--- config.mk ---
export PLATFORM = sky130hd
export DESIGN_NAME = data_mem_dma
export DESIGN_NICKNAME = d
export VERILOG_FILES = /design/src/rtl/data_mem_dma.sv
export SDC_FILE = /design/constraint.sdc
export NUM_CORES = 1
export LEC_CHECK = 0
export BUFFER_PORTS_ARGS = -buffer_cell sky130_fd_sc_hd__clkbuf_2
export CORE_MARGIN = 5
export CORE_UTILIZATION = 40
export CTS_BUF_LIST = sky130_fd_sc_hd__clkbuf_16
export DETAILED_ROUTE_END_ITERATION = 16
export PLACE_DENSITY = 0.68
export SYNTH_ARGS = -nofsm -noshare
export SYNTH_HDL_FRONTEND = slang
export SYNTH_SLANG_ARGS = --single-unit
--- constraint.sdc ---
create_clock -name Clk -period 3.6 [get_ports Clk]
set_clock_uncertainty 0.1 [all_clocks]
set_input_delay 0.72 -clock Clk [delete_from_list [all_inputs] [get_ports Clk]]
set_output_delay 0.72 -clock Clk [all_outputs]
set_load 0.01 [all_outputs]
--- src/rtl/data_mem_dma.sv ---
// data_mem_dma: byte-block copy/fill engine sitting in front of the data memory.
// Fill mode is compiled in only when DMA_FILL_MODE_EN is defined; otherwise every transfer is a copy.
module data_mem_dma #(
  parameter int AW = 8,
  parameter int DW = 8
) (
  input  logic          Clk,
  input  logic          Reset,
  input  logic          Start,
  input  logic          Mode,
  input  logic [AW-1:0] SrcAddr,
  input  logic [AW-1:0] DstAddr,
  input  logic [AW-1:0] Len,
  input  logic [DW-1:0] FillVal,
  output logic          Busy,
  output logic          Done,
  input  logic          CpuWriteEn,
  input  logic [AW-1:0] CpuAddr,
  input  logic [DW-1:0] CpuDataIn,
  output logic [DW-1:0] CpuDataOut,
  output logic          MemWriteEn,
  output logic [AW-1:0] MemAddr,
  output logic [DW-1:0] MemDataIn,
  input  logic [DW-1:0] MemDataOut
);

  typedef enum logic [1:0] {S_IDLE, S_READ, S_WRITE, S_DONE} state_e;

  state_e        state_q, state_d;
  logic [AW-1:0] src_q, src_d;
  logic [AW-1:0] dst_q, dst_d;
  logic [AW-1:0] cnt_q, cnt_d;
  logic [DW-1:0] buf_q, buf_d;
  logic          mode_q;
  logic          start_fill;
  logic [DW-1:0] wr_data;

`ifdef DMA_FILL_MODE_EN
  logic          mode_d;
  logic [DW-1:0] fill_q, fill_d;

  assign start_fill = Mode;
  assign wr_data    = mode_q ? fill_q : buf_q;

  // Transfer configuration is captured only when a Start is accepted.
  always_comb begin
    mode_d = mode_q;
    fill_d = fill_q;
    if (state_q == S_IDLE && Start) begin
      mode_d = Mode;
      fill_d = FillVal;
    end
  end

  always_ff @(posedge Clk or negedge Reset) begin
    if (!Reset) begin
      mode_q <= 1'b0;
      fill_q <= '0;
    end else begin
      mode_q <= mode_d;
      fill_q <= fill_d;
    end
  end
`else
  logic unused_fill_cfg;

  assign start_fill      = 1'b0;
  assign mode_q          = 1'b0;
  assign wr_data         = buf_q;
  assign unused_fill_cfg = ^{Mode, FillVal};
`endif

  // NOTE: every output of this block gets a default before the case so no latch is inferred.
  always_comb begin
    state_d    = state_q;
    src_d      = src_q;
    dst_d      = dst_q;
    cnt_d      = cnt_q;
    buf_d      = buf_q;
    MemWriteEn = 1'b0;
    MemAddr    = dst_q;
    MemDataIn  = wr_data;
    CpuDataOut = '0;

    case (state_q)
      S_IDLE: begin
        MemWriteEn = CpuWriteEn;
        MemAddr    = CpuAddr;
        MemDataIn  = CpuDataIn;
        CpuDataOut = MemDataOut;
        if (Start) begin
          src_d = SrcAddr;
          dst_d = DstAddr;
          cnt_d = Len;
          if (Len == '0)      state_d = S_DONE;
          else if (start_fill) state_d = S_WRITE;
          else                state_d = S_READ;
        end
      end
      S_READ: begin
        MemAddr = src_q;
        buf_d   = MemDataOut;
        src_d   = src_q + AW'(1);
        state_d = S_WRITE;
      end
      S_WRITE: begin
        MemAddr    = dst_q;
        MemWriteEn = 1'b1;
        dst_d      = dst_q + AW'(1);
        cnt_d      = cnt_q - AW'(1);
        if (cnt_q == AW'(1)) state_d = S_DONE;
        else if (mode_q)     state_d = S_WRITE;
        else                 state_d = S_READ;
      end
      S_DONE: begin
        state_d = S_IDLE;
      end
      default: state_d = S_IDLE;
    endcase
  end

  assign Busy = (state_q != S_IDLE);
  assign Done = (state_q == S_DONE);

  // NOTE: state registers use non-blocking assignments so all flops update together at the edge.
  always_ff @(posedge Clk or negedge Reset) begin
    if (!Reset) begin
      state_q <= S_IDLE;
      src_q   <= '0;
      dst_q   <= '0;
      cnt_q   <= '0;
      buf_q   <= '0;
    end else begin
      state_q <= state_d;
      src_q   <= src_d;
      dst_q   <= dst_d;
      cnt_q   <= cnt_d;
      buf_q   <= buf_d;
    end
  end

endmodule

==> results of run 1 <==
-- cell type report --
class                      instances  area (sq um)
clock inverter                     2          7.51
sequential                        34           851
timing repair buffer              83           428
multi-input combinational        204          1250
tap                               72          90.1
inverter                           8          30.0
fill                             538          2620
clock buffer                       5           125
-- critical path: cells and delay by family (launching register included) --
family,cells,cell delay [ns]
buffers and inverters,1,0.13
muxes,1,0.41
DFF,1,0.38
and+or+nand+nor,1,0.57
-- per-layer routing --
layer | share of wire (%) | vias up
met5 | 0 | -
met4 | 1.7 | 0
met3 | 6.8 | 10
met2 | 46 | 81
met1 | 45 | 1001
li1 | - | 1088
-- cell families after synthesis --
kind of cell / Yosys count / synth area share [%]
compound gates: 82 / 23.0
flops: 34 / 38.7
simple gates: 96 / 21.4
xor+xnor: 3 / 1.20
mux: 19 / 9.11
fa+ha+maj: 4 / 2.28
buf+inv: 24 / 4.33
-- Yosys cell counts, types with 3 or more instances --
library cell	instances	area, sq um
sky130_fd_sc_hd__a211oi_1	3	22.5
sky130_fd_sc_hd__a21oi_1	21	105
sky130_fd_sc_hd__a31oi_1	4	25.0
sky130_fd_sc_hd__a32oi_1	3	26.3
sky130_fd_sc_hd__and2_1	9	56.3
sky130_fd_sc_hd__and3_1	4	25.0
sky130_fd_sc_hd__buf_2	4	20.0
sky130_fd_sc_hd__clkbuf_1	12	45.0
sky130_fd_sc_hd__dfrtp_1	34	851
sky130_fd_sc_hd__ha_1	4	50.1
sky130_fd_sc_hd__inv_1	7	26.3
sky130_fd_sc_hd__mux2_2	8	90.1
sky130_fd_sc_hd__mux2i_1	11	110
sky130_fd_sc_hd__nand2_1	42	158
sky130_fd_sc_hd__nand2b_1	3	18.8
sky130_fd_sc_hd__nand3_1	9	45.0
sky130_fd_sc_hd__nor2_1	14	52.6
sky130_fd_sc_hd__nor3_1	4	20.0
sky130_fd_sc_hd__o21ai_0	26	130
sky130_fd_sc_hd__o22a_1	8	70.1
sky130_fd_sc_hd__o22ai_1	8	50.1
-- flip-flops by register name, indices dropped and copies added, names as in the netlist --
signal   flops
buf_q        8
cnt_q        8
dst_q        8
src_q        8
state_q      2
-- where the power goes --
group | internal [uW] | switching, uW
registers | 577 | 213
logic | 599 | 792
clock network | 247 | 147
-- path summary, 6_finish.rpt --
kind	start	end
hold / removal	buf_q[6]	buf_q[6]
hold reg to reg	buf_q[6]	buf_q[6]
setup / recovery	state_q[1]	MemDataIn[0]
max in group asynchronous	Reset	buf_q[0]
setup reg to reg	state_q[1]	cnt_q[5]
min in group asynchronous	Reset	dst_q[4]
-- metrics by stage --
stage	cell area [sq um]	setup slack, ns	utilization [%]	instances	hold slack [ns]
after global routing	2780	0.897	51.5	408	0.397
after detailed placement	2650	1.29	49.0	401	0.361
after floorplan	2200	1.49	-	262	0.324
after CTS	2780	0.996	51.5	408	0.375
final	2780	1.01	51.5	408	0.370
after global placement	2650	1.32	49.0	401	0.355
==> out/qor.txt, run 1 <==
crit path launch type = flip-flop
clock tree from TritonCTS = done
headroom to the max-slew limit = 42.4%
number of buffers inserted during clock tree synthesis = 5
number of clock sinks seen by CTS = 34
top-level I/O count = 88
routed vias = 2,180
hold buffer count at CTS = 0
number of max-cap violations = 0
half-perimeter wire length after placement = 4310 microns
antenna viol nets, final = 0
Worst Path Max Fanout = 18
wirelength, routed = 5810 microns
clock insertion delay at the later pin of the skew report = 0.28 ns
initial core utilization = 40.6%
crit end category = output pin
depth of the worst register-to-register path = 5
async set-reset flop share out of synthesis = 100%
area inside the core boundary = 5410 sq um
Setup TNS = 0 ns
final count of negative-setup-slack endpoints = 0
maximum single-stage delay on the critical path = 0.57 ns
dominant synthesized flop cell = sky130_fd_sc_hd__dfrtp_1
pin count of the biggest net entering global routing = 42
DRC = 0
synth warn = 0
met1 Resource Use GR = 22.1%
WHS Path Cells = 2
routability congestion estimate = 0.855
cell area power density = 925 nW/um^2
Post-synth EDFFs = 0
final worst path period share = 71.8%
Post-Syn Area = 2200 sq um
Die Span Y = 84.1 microns
via count normalized by instance count = 5.34
number of setup buffers added after CTS = 0
number of DRC markers after the initial detailed-route iteration = 117
number of distinct library cells after synthesis = 40
critical setup path kind = reg -> out
reg-to-reg setup timing slack = 1.61 ns
layout overhead on the synthesized area = 26.7%
Syn Inst Count = 262
maximum achievable frequency = 0.387 GHz
average wire per standard cell = 14.2 microns
number of hold violations in the final report = 0
total congestion overflow after global routing = 0
chip width = 84.1 microns
sequential element share of the synthesized area = 38.7%
overall die area = 7080 sq um
Mapped Nets = 327
Slowest-stage cell, CP = sky130_fd_sc_hd__nor2_2
clock period minus worst slack = 2.59 ns
critical path cell sequence = nor2_2, mux2_2, clkbuf_2
number of global-route vias before repair = 2,114
class of the most critical hold timing path = reg -> reg
global-route track usage on met3 = 5.13%
Leak = 0.00133 uW
Std-Cell Rows = 27
level count of the clock H-tree = 2
CTS max path bufs = 2
layer with the highest usage after global routing = met2
largest voltage drop on the vdd net = 0.399 mV
clk root buf = sky130_fd_sc_hd__clkbuf_16
Final nets = 401
flip-flop and latch count after synthesis = 34
global-route usage over all layers = 17.0%
Total Power Consumption = 2570 uW
number of diodes added for antenna fixing = 0
unrepaired setup endpoints after global routing = no
most frequent standard cell in the layout excluding fill and tap cells = sky130_fd_sc_hd__clkbuf_2
number of antenna violations at the first check in global routing = 0
wire length of the first global-routing pass = 9890 microns
outcome = finished clean
clock transition time at the flip-flop clock pins of the worst setup and hold paths = 0.05 ns
worst endpoint required time = 2.78 ns
Arr. time, crit path = 1.77 ns
mean instance size in the synthesized netlist = 8.39 sq um
met2 layer usage reported by global route = 26.5%
fin. max-slew vios = 0
pin slew with the least headroom to its limit = 0.865 ns
share of post-route cells with drive strength above 1 = 30.1%
highest-count cells in the layout ignoring fill and taps = 78 x sky130_fd_sc_hd__clkbuf_2, 42 x sky130_fd_sc_hd__nand2_1, 34 x sky130_fd_sc_hd__dfrtp_1, 26 x sky130_fd_sc_hd__o21ai_0, 21 x sky130_fd_sc_hd__a21oi_1
number of instances resized during post-cts repair = 0
number of port buffers = 78
length of the first detailed-routing pass in iterations = 4
Power figures use the tool's default switching activity.
==> inputs of run 2 (changes only) <==
--- a/config.mk
+++ b/config.mk
@@ -10,7 +10,7 @@
 export CORE_UTILIZATION = 40
 export CTS_BUF_LIST = sky130_fd_sc_hd__clkbuf_16
 export DETAILED_ROUTE_END_ITERATION = 16
-export PLACE_DENSITY = 0.68
+export PLACE_DENSITY = 0.71
 export SYNTH_ARGS = -nofsm -noshare
 export SYNTH_HDL_FRONTEND = slang
 export SYNTH_SLANG_ARGS = --single-unit
==> constraint.sdc (replaced) <==
create_clock -name Clk -period 2.2 [get_ports Clk]
set_clock_uncertainty 0.1 [all_clocks]
set_input_delay 0.44 -clock Clk [delete_from_list [all_inputs] [get_ports Clk]]
set_output_delay 0.44 -clock Clk [all_outputs]
set_load 0.01 [all_outputs]
==> run 2 against run 1 <==
Via count grew 0.14%. Cell area grew 2.2%. Register-to-register slack lost 1.2 ns. Sequential cell count is the same. Critical path depth grew 1. Clock-buffer cell count is the same. Cell count grew 2.0%. Power grew 66%. Critical endpoint is now MemDataIn[5]. Largest power group unchanged.
==> out/qor.txt, run 2 (synthesized netlist as in run 1, its figures left out) <==
total congestion overflow after global routing = 0 (unchanged)
largest voltage drop on the vdd net = 0.736 mV (+84%)
Die Span Y = 84.1 microns (unchanged)
final worst path period share = 91.2%
Cell Count, Final, Fillers Out = 416 (+2.0%)
CTS max path bufs = 2 (unchanged)
clock period minus worst slack = 2.01 ns
chip width = 84.1 microns (unchanged)
number of buffers inserted during clock tree synthesis = 5 (unchanged)
cell area power density = 1500 nW/um^2 (+63%)
top-level I/O count = 88 (unchanged)
placed insts = 407 (+1.5%)
Critical R2R Capture = dst_q[0]
global-route usage over all layers = 16.9% (-0.12 points)
depth of the worst register-to-register path = 5 (unchanged)
maximum achievable frequency = 0.498 GHz
fin. max-slew vios = 0 (unchanged)
number of global-route vias before repair = 2,092 (-1.0%)
Leak = 0.00136 uW (+2.5%)
number of antenna violations at the first check in global routing = 0 (unchanged)
most frequent standard cell in the layout excluding fill and tap cells = sky130_fd_sc_hd__clkbuf_2
number of port buffers = 78 (unchanged)
number of max-cap violations = 0 (unchanged)
share of post-route cells with drive strength above 1 = 31.4% (+1.3 points)
outcome = finished clean
routability congestion estimate = 0.886 (+3.6%)
crit path launch type = flip-flop
Std-Cell Rows = 27 (unchanged)
crit end category = output pin
wire length of the first global-routing pass = 9880 microns (-0.14%)
layout overhead on the synthesized area = 29.4%
initial core utilization = 40.6% (unchanged)
number of setup buffers added after CTS = 0 (unchanged)
clock insertion delay at the later pin of the skew report = 0.28 ns (about the same)
highest-count cells in the layout ignoring fill and taps = 78 x sky130_fd_sc_hd__clkbuf_2, 42 x sky130_fd_sc_hd__nand2_1, 34 x sky130_fd_sc_hd__dfrtp_1, 26 x sky130_fd_sc_hd__o21ai_0, 21 x sky130_fd_sc_hd__a21oi_1
area inside the core boundary = 5410 sq um (unchanged)
endpoint of the worst hold path = buf_q[1]
headroom to the max-slew limit = 70.8% (+28 points)
WHS Path Cells = 3 (+1)
routed vias = 2,183 (+0.14%)
class of the most critical hold timing path = in -> reg
number of diodes added for antenna fixing = 0 (unchanged)
worst endpoint required time = 1.66 ns (-1.12 ns)
Worst Path Max Fanout = 18 (unchanged)
unrepaired setup endpoints after global routing = no
hold path startpoint = MemDataOut[1]
level count of the clock H-tree = 2 (unchanged)
final count of negative-setup-slack endpoints = 0 (unchanged)
via count normalized by instance count = 5.25 (-1.8%)
reg-to-reg setup timing slack = 0.44 ns (-1.17 ns)
Reg-to-Reg Start = state_q[1]
wirelength, routed = 5870 microns (+0.98%)
half-perimeter wire length after placement = 4420 microns (+2.7%)
Setup TNS = 0 ns (unchanged)
number of DRC markers after the initial detailed-route iteration = 135 (+15%)
pin slew with the least headroom to its limit = 0.438 ns (-0.427 ns)
pin count of the biggest net entering global routing = 42 (unchanged)
Arr. time, crit path = 1.47 ns (-0.30 ns)
length of the first detailed-routing pass in iterations = 5 (+1)
antenna viol nets, final = 0 (unchanged)
register cell area after layout = 851 sq um (unchanged)
average wire per standard cell = 14.1 microns (-0.96%)
number of hold violations in the final report = 0 (unchanged)
overall die area = 7080 sq um (unchanged)
clock transition time at the flip-flop clock pins of the worst setup and hold paths = 0.06 ns (about the same)
combined area of the multi-input logic cells = 1250 sq um (unchanged)
Fillers = 500 (-7.1%)
DRC = 0 (unchanged)
clock tree from TritonCTS = done
number of clock sinks seen by CTS = 34 (unchanged)
critical setup path kind = reg -> out
clk root buf = sky130_fd_sc_hd__clkbuf_16
Final nets = 408 (+1.7%)
run 2: area by class of cell:
class	count	area share (%)
Clock inverter	3	0.440
Sequential cell	34	29.9
Multi-Input combinational cell	204	44.0
Inverter	8	1.06
Clock buffer	5	4.40
Timing Repair Buffer	90	17.0
Tap cell	72	3.17
run 2: power breakdown:
| part | total, uW | switching (uW) | internal, uW |
|---|---|---|---|
| logic | 2330 | 1300 | 1030 |
| clock network | 651 | 243 | 408 |
| registers | 1290 | 345 | 944 |
run 2: repair_timing:
action,in CTS,in global routing
hold buffers,1,0
resized for setup,0,0
endpoints found under the hold margin,4,0
run 2: worst max path at each step:
stage / to / cells past startpoint / slack, ns / from
after detailed placement: dst_q[0] / 5 / 0.46 / Start
after global routing: MemAddr[7] / 4 / 0.11 / state_q[0]
after floorplan: CpuDataOut[0] / 4 / 0.37 / state_q[1]
after global placement: cnt_q[0] / 5 / 0.49 / Start
final: MemDataIn[5] / 4 / 0.19 / state_q[1]
after CTS: MemDataIn[0] / 4 / 0.18 / state_q[1]
run 2: per-stage QoR:
step	hold slack (ns)	setup slack, ns	util (%)	cell area, sq um	total power, uW
floorplan	0.0444	0.365	-	2200	2870
global placement	0.287	0.486	49.9	2700	3570
detailed placement	0.293	0.461	49.9	2700	3630
CTS	0.264	0.178	52.6	2840	4300
global route	0.279	0.109	52.6	2840	4680
finish	0.269	0.193	52.6	2840	4280
run 2: layer usage:
layer	share of wire, %	vias to the layer above	track usage, %
met1	45	1014	21.9
li1	-	1104	-
met2	49	63	28.1
met5	0	-	0
met4	0.46	0	4.97
met3	5.5	2	3.85
run 2: critical path: stages, from the launching register on:
cell and delay [ns]:
sky130_fd_sc_hd__dfrtp_1 0.38, sky130_fd_sc_hd__nor2_2 0.10, sky130_fd_sc_hd__buf_4 0.22, sky130_fd_sc_hd__mux2_2 0.36, sky130_fd_sc_hd__clkbuf_2 0.13
==> inputs of run 3 (changes only) <==
--- a/config.mk
+++ b/config.mk
@@ -10,6 +10,7 @@
 export CORE_UTILIZATION = 40
 export CTS_BUF_LIST = sky130_fd_sc_hd__clkbuf_16
 export DETAILED_ROUTE_END_ITERATION = 16
+export MAX_ROUTING_LAYER = met4
 export PLACE_DENSITY = 0.71
 export SYNTH_ARGS = -nofsm -noshare
 export SYNTH_HDL_FRONTEND = slang
==> run 3 against run 2 <==
Combinational power barely moved. Die area did not move. Via count down 0.50%.
==> out/qor.txt, run 3 (synthesized netlist as in run 1, its figures left out) <==
Crit. path cell count = 4 (unchanged)
depth of the worst register-to-register path = 5 (unchanged)
CTS max path bufs = 2 (unchanged)
chip width = 84.1 microns (unchanged)
placed insts = 407 (unchanged)
Worst Path Max Fanout = 18 (unchanged)
crit path launch type = flip-flop
Arr. time, crit path = 1.46 ns (about the same)
Cell Count, Final, Fillers Out = 416 (unchanged)
critical path cell sequence = nor2_2, buf_4, mux2_2, clkbuf_2
Leak = 0.00136 uW (unchanged)
number of global-route vias before repair = 2,090 (-0.096%)
number of antenna violations at the first check in global routing = 0 (unchanged)
fraction of the core area covered by cells at the end of the flow = 52.6% (unchanged)
wirelength, routed = 5820 microns (-0.83%)
pre-CTS WS = 0.461 ns (unchanged)
half-perimeter wire length after placement = 4420 microns (unchanged)
overall die area = 7080 sq um (unchanged)
crit end category = output pin
maximum achievable frequency = 0.499 GHz (+0.17%)
number of setup buffers added after CTS = 0 (unchanged)
unrepaired setup endpoints after global routing = no
wire length of the first global-routing pass = 9880 microns (unchanged)
reg-to-reg setup timing slack = 0.45 ns (about the same)
number of max-cap violations = 0 (unchanged)
total congestion overflow after global routing = 0 (unchanged)
number of port buffers = 78 (unchanged)
Final nets = 408 (unchanged)
largest voltage drop on the vdd net = 0.728 mV (-1.1%)
DRC = 0 (unchanged)
Bufs and invs on worst path = 2 (unchanged)
clock period minus worst slack = 2.00 ns (-0.00340 ns)
maximum single-stage delay on the critical path = 0.38 ns (about the same)
class of the most critical hold timing path = in -> reg
part of the total power dissipated in the clock network = 15.2% (about the same)
via count normalized by instance count = 5.22 (-0.50%)
clock tree from TritonCTS = done
final count of negative-setup-slack endpoints = 0 (unchanged)
cell area power density = 1500 nW/um^2 (-0.14%)
number of DRC markers after the initial detailed-route iteration = 145 (+7.4%)
final worst path period share = 91.1% (-0.15 points)
length of the first detailed-routing pass in iterations = 5 (unchanged)
layout overhead on the synthesized area = 29.4% (unchanged)
clk root buf = sky130_fd_sc_hd__clkbuf_16
clock transition time at the flip-flop clock pins of the worst setup and hold paths = 0.05 ns (about the same)
combinational power share = 54.6% (about the same)
number of clock sinks seen by CTS = 34 (unchanged)
Setup TNS = 0 ns (unchanged)
WHS Path Cells = 3 (unchanged)
endpoint of the worst hold path = buf_q[1]
fin. max-slew vios = 0 (unchanged)
Std-Cell Rows = 27 (unchanged)
antenna viol nets, final = 0 (unchanged)
average wire per standard cell = 14.0 microns (-0.83%)
worst setup slack after layout = 0.197 ns (+0.00340 ns)
routed vias = 2,172 (-0.50%)
Slowest-stage cell, CP = sky130_fd_sc_hd__dfrtp_1
crit-path leading delay family = flip-flops
switching power = 1890 uW (-0.30%)
critical setup path kind = reg -> out
level count of the clock H-tree = 2 (unchanged)
outcome = finished clean
Critical R2R Capture = dst_q[0]
number of buffers inserted during clock tree synthesis = 5 (unchanged)
P_int = 2380 uW (about the same)
proportion of total power due to net switching = 44.2% (-0.074 points)
routability congestion estimate = 0.900 (+1.7%)
area inside the core boundary = 5410 sq um (unchanged)
pin count of the biggest net entering global routing = 42 (unchanged)
highest-count cells in the layout ignoring fill and taps = 78 x sky130_fd_sc_hd__clkbuf_2, 42 x sky130_fd_sc_hd__nand2_1, 34 x sky130_fd_sc_hd__dfrtp_1, 26 x sky130_fd_sc_hd__o21ai_0, 21 x sky130_fd_sc_hd__a21oi_1
number of hold violations in the final report = 0 (unchanged)
pin slew with the least headroom to its limit = 0.427 ns (-0.0104 ns)
initial core utilization = 40.6% (unchanged)
global-route usage over all layers = 17.4% (+0.53 points)
headroom to the max-slew limit = 71.5% (+0.69 points)
share of post-route cells with drive strength above 1 = 31.4% (unchanged)
number of diodes added for antenna fixing = 0 (unchanged)
Flop pwr share = 30.2% (about the same)
most frequent standard cell in the layout excluding fill and tap cells = sky130_fd_sc_hd__clkbuf_2
Reg-to-Reg Start = state_q[1]
hold path startpoint = MemDataOut[1]
clock insertion delay at the later pin of the skew report = 0.27 ns (about the same)
worst endpoint required time = 1.66 ns (about the same)
top-level I/O count = 88 (unchanged)
Die Span Y = 84.1 microns (unchanged)
run 3: worst register-to-register path: stages, from the launching register on:
cell,delay [ns]
sky130_fd_sc_hd__dfrtp_1,0.38
sky130_fd_sc_hd__buf_4,0.25
sky130_fd_sc_hd__o21bai_1,0.29
sky130_fd_sc_hd__inv_1,0.24
sky130_fd_sc_hd__a211oi_1,0.30
sky130_fd_sc_hd__a21oi_1,0.06
run 3: per-stage QoR:
step / hold WS (ns) / cell area [sq um] / total power (uW)
detailed placement: 0.293 / 2700 / 3630
CTS: 0.264 / 2840 / 4300
finish: 0.269 / 2840 / 4270
global placement: 0.287 / 2700 / 3570
floorplan: 0.0444 / 2200 / 2870
global route: 0.279 / 2840 / 4680
run 3: worst max path at each step:
stage / start / end / slack [ns]
after detailed placement: Start / dst_q[0] / 0.46
after global routing: state_q[0] / MemAddr[7] / 0.11
after global placement: Start / cnt_q[0] / 0.49
after CTS: state_q[1] / MemDataIn[0] / 0.18
final: state_q[1] / MemDataIn[0] / 0.20
after floorplan: state_q[1] / CpuDataOut[0] / 0.37
run 3: repair_timing:
item / 4_1_cts / 5_1_grt
endpoints found under the setup margin: 0 / 0
hold endpoints to repair: 4 / 0
resized for setup: 0 / 0
hold buffers: 1 / 0
run 3: routing by layer:
metal  wire, microns  up-vias  GRT usage, %
met4              40        0          4.97
met1            2610     1000          22.1
met5               0        -             -
met3             336        2          3.75
met2            2840       65          28.0
li1                -     1105             -
run 3: layout make-up:
cell class / instances / area [sq um]
clock buffer: 5 / 125
clock inverter: 3 / 12.5
fill: 500 / 2560
inverter: 8 / 30.0
multi-input combinational: 204 / 1250
sequential: 34 / 851
tap: 72 / 90.1
timing repair buffer: 90 / 483
run 3: power by group through the flow:
stage / Combinational (uW) / Clock [uW] / Sequential [uW]
global route: 2640 / 704 / 1340
global placement: 2290 / 0 / 1280
floorplan: 1660 / 0 / 1210
CTS: 2350 / 668 / 1280
finish: 2330 / 650 / 1290
detailed placement: 2340 / 0 / 1290
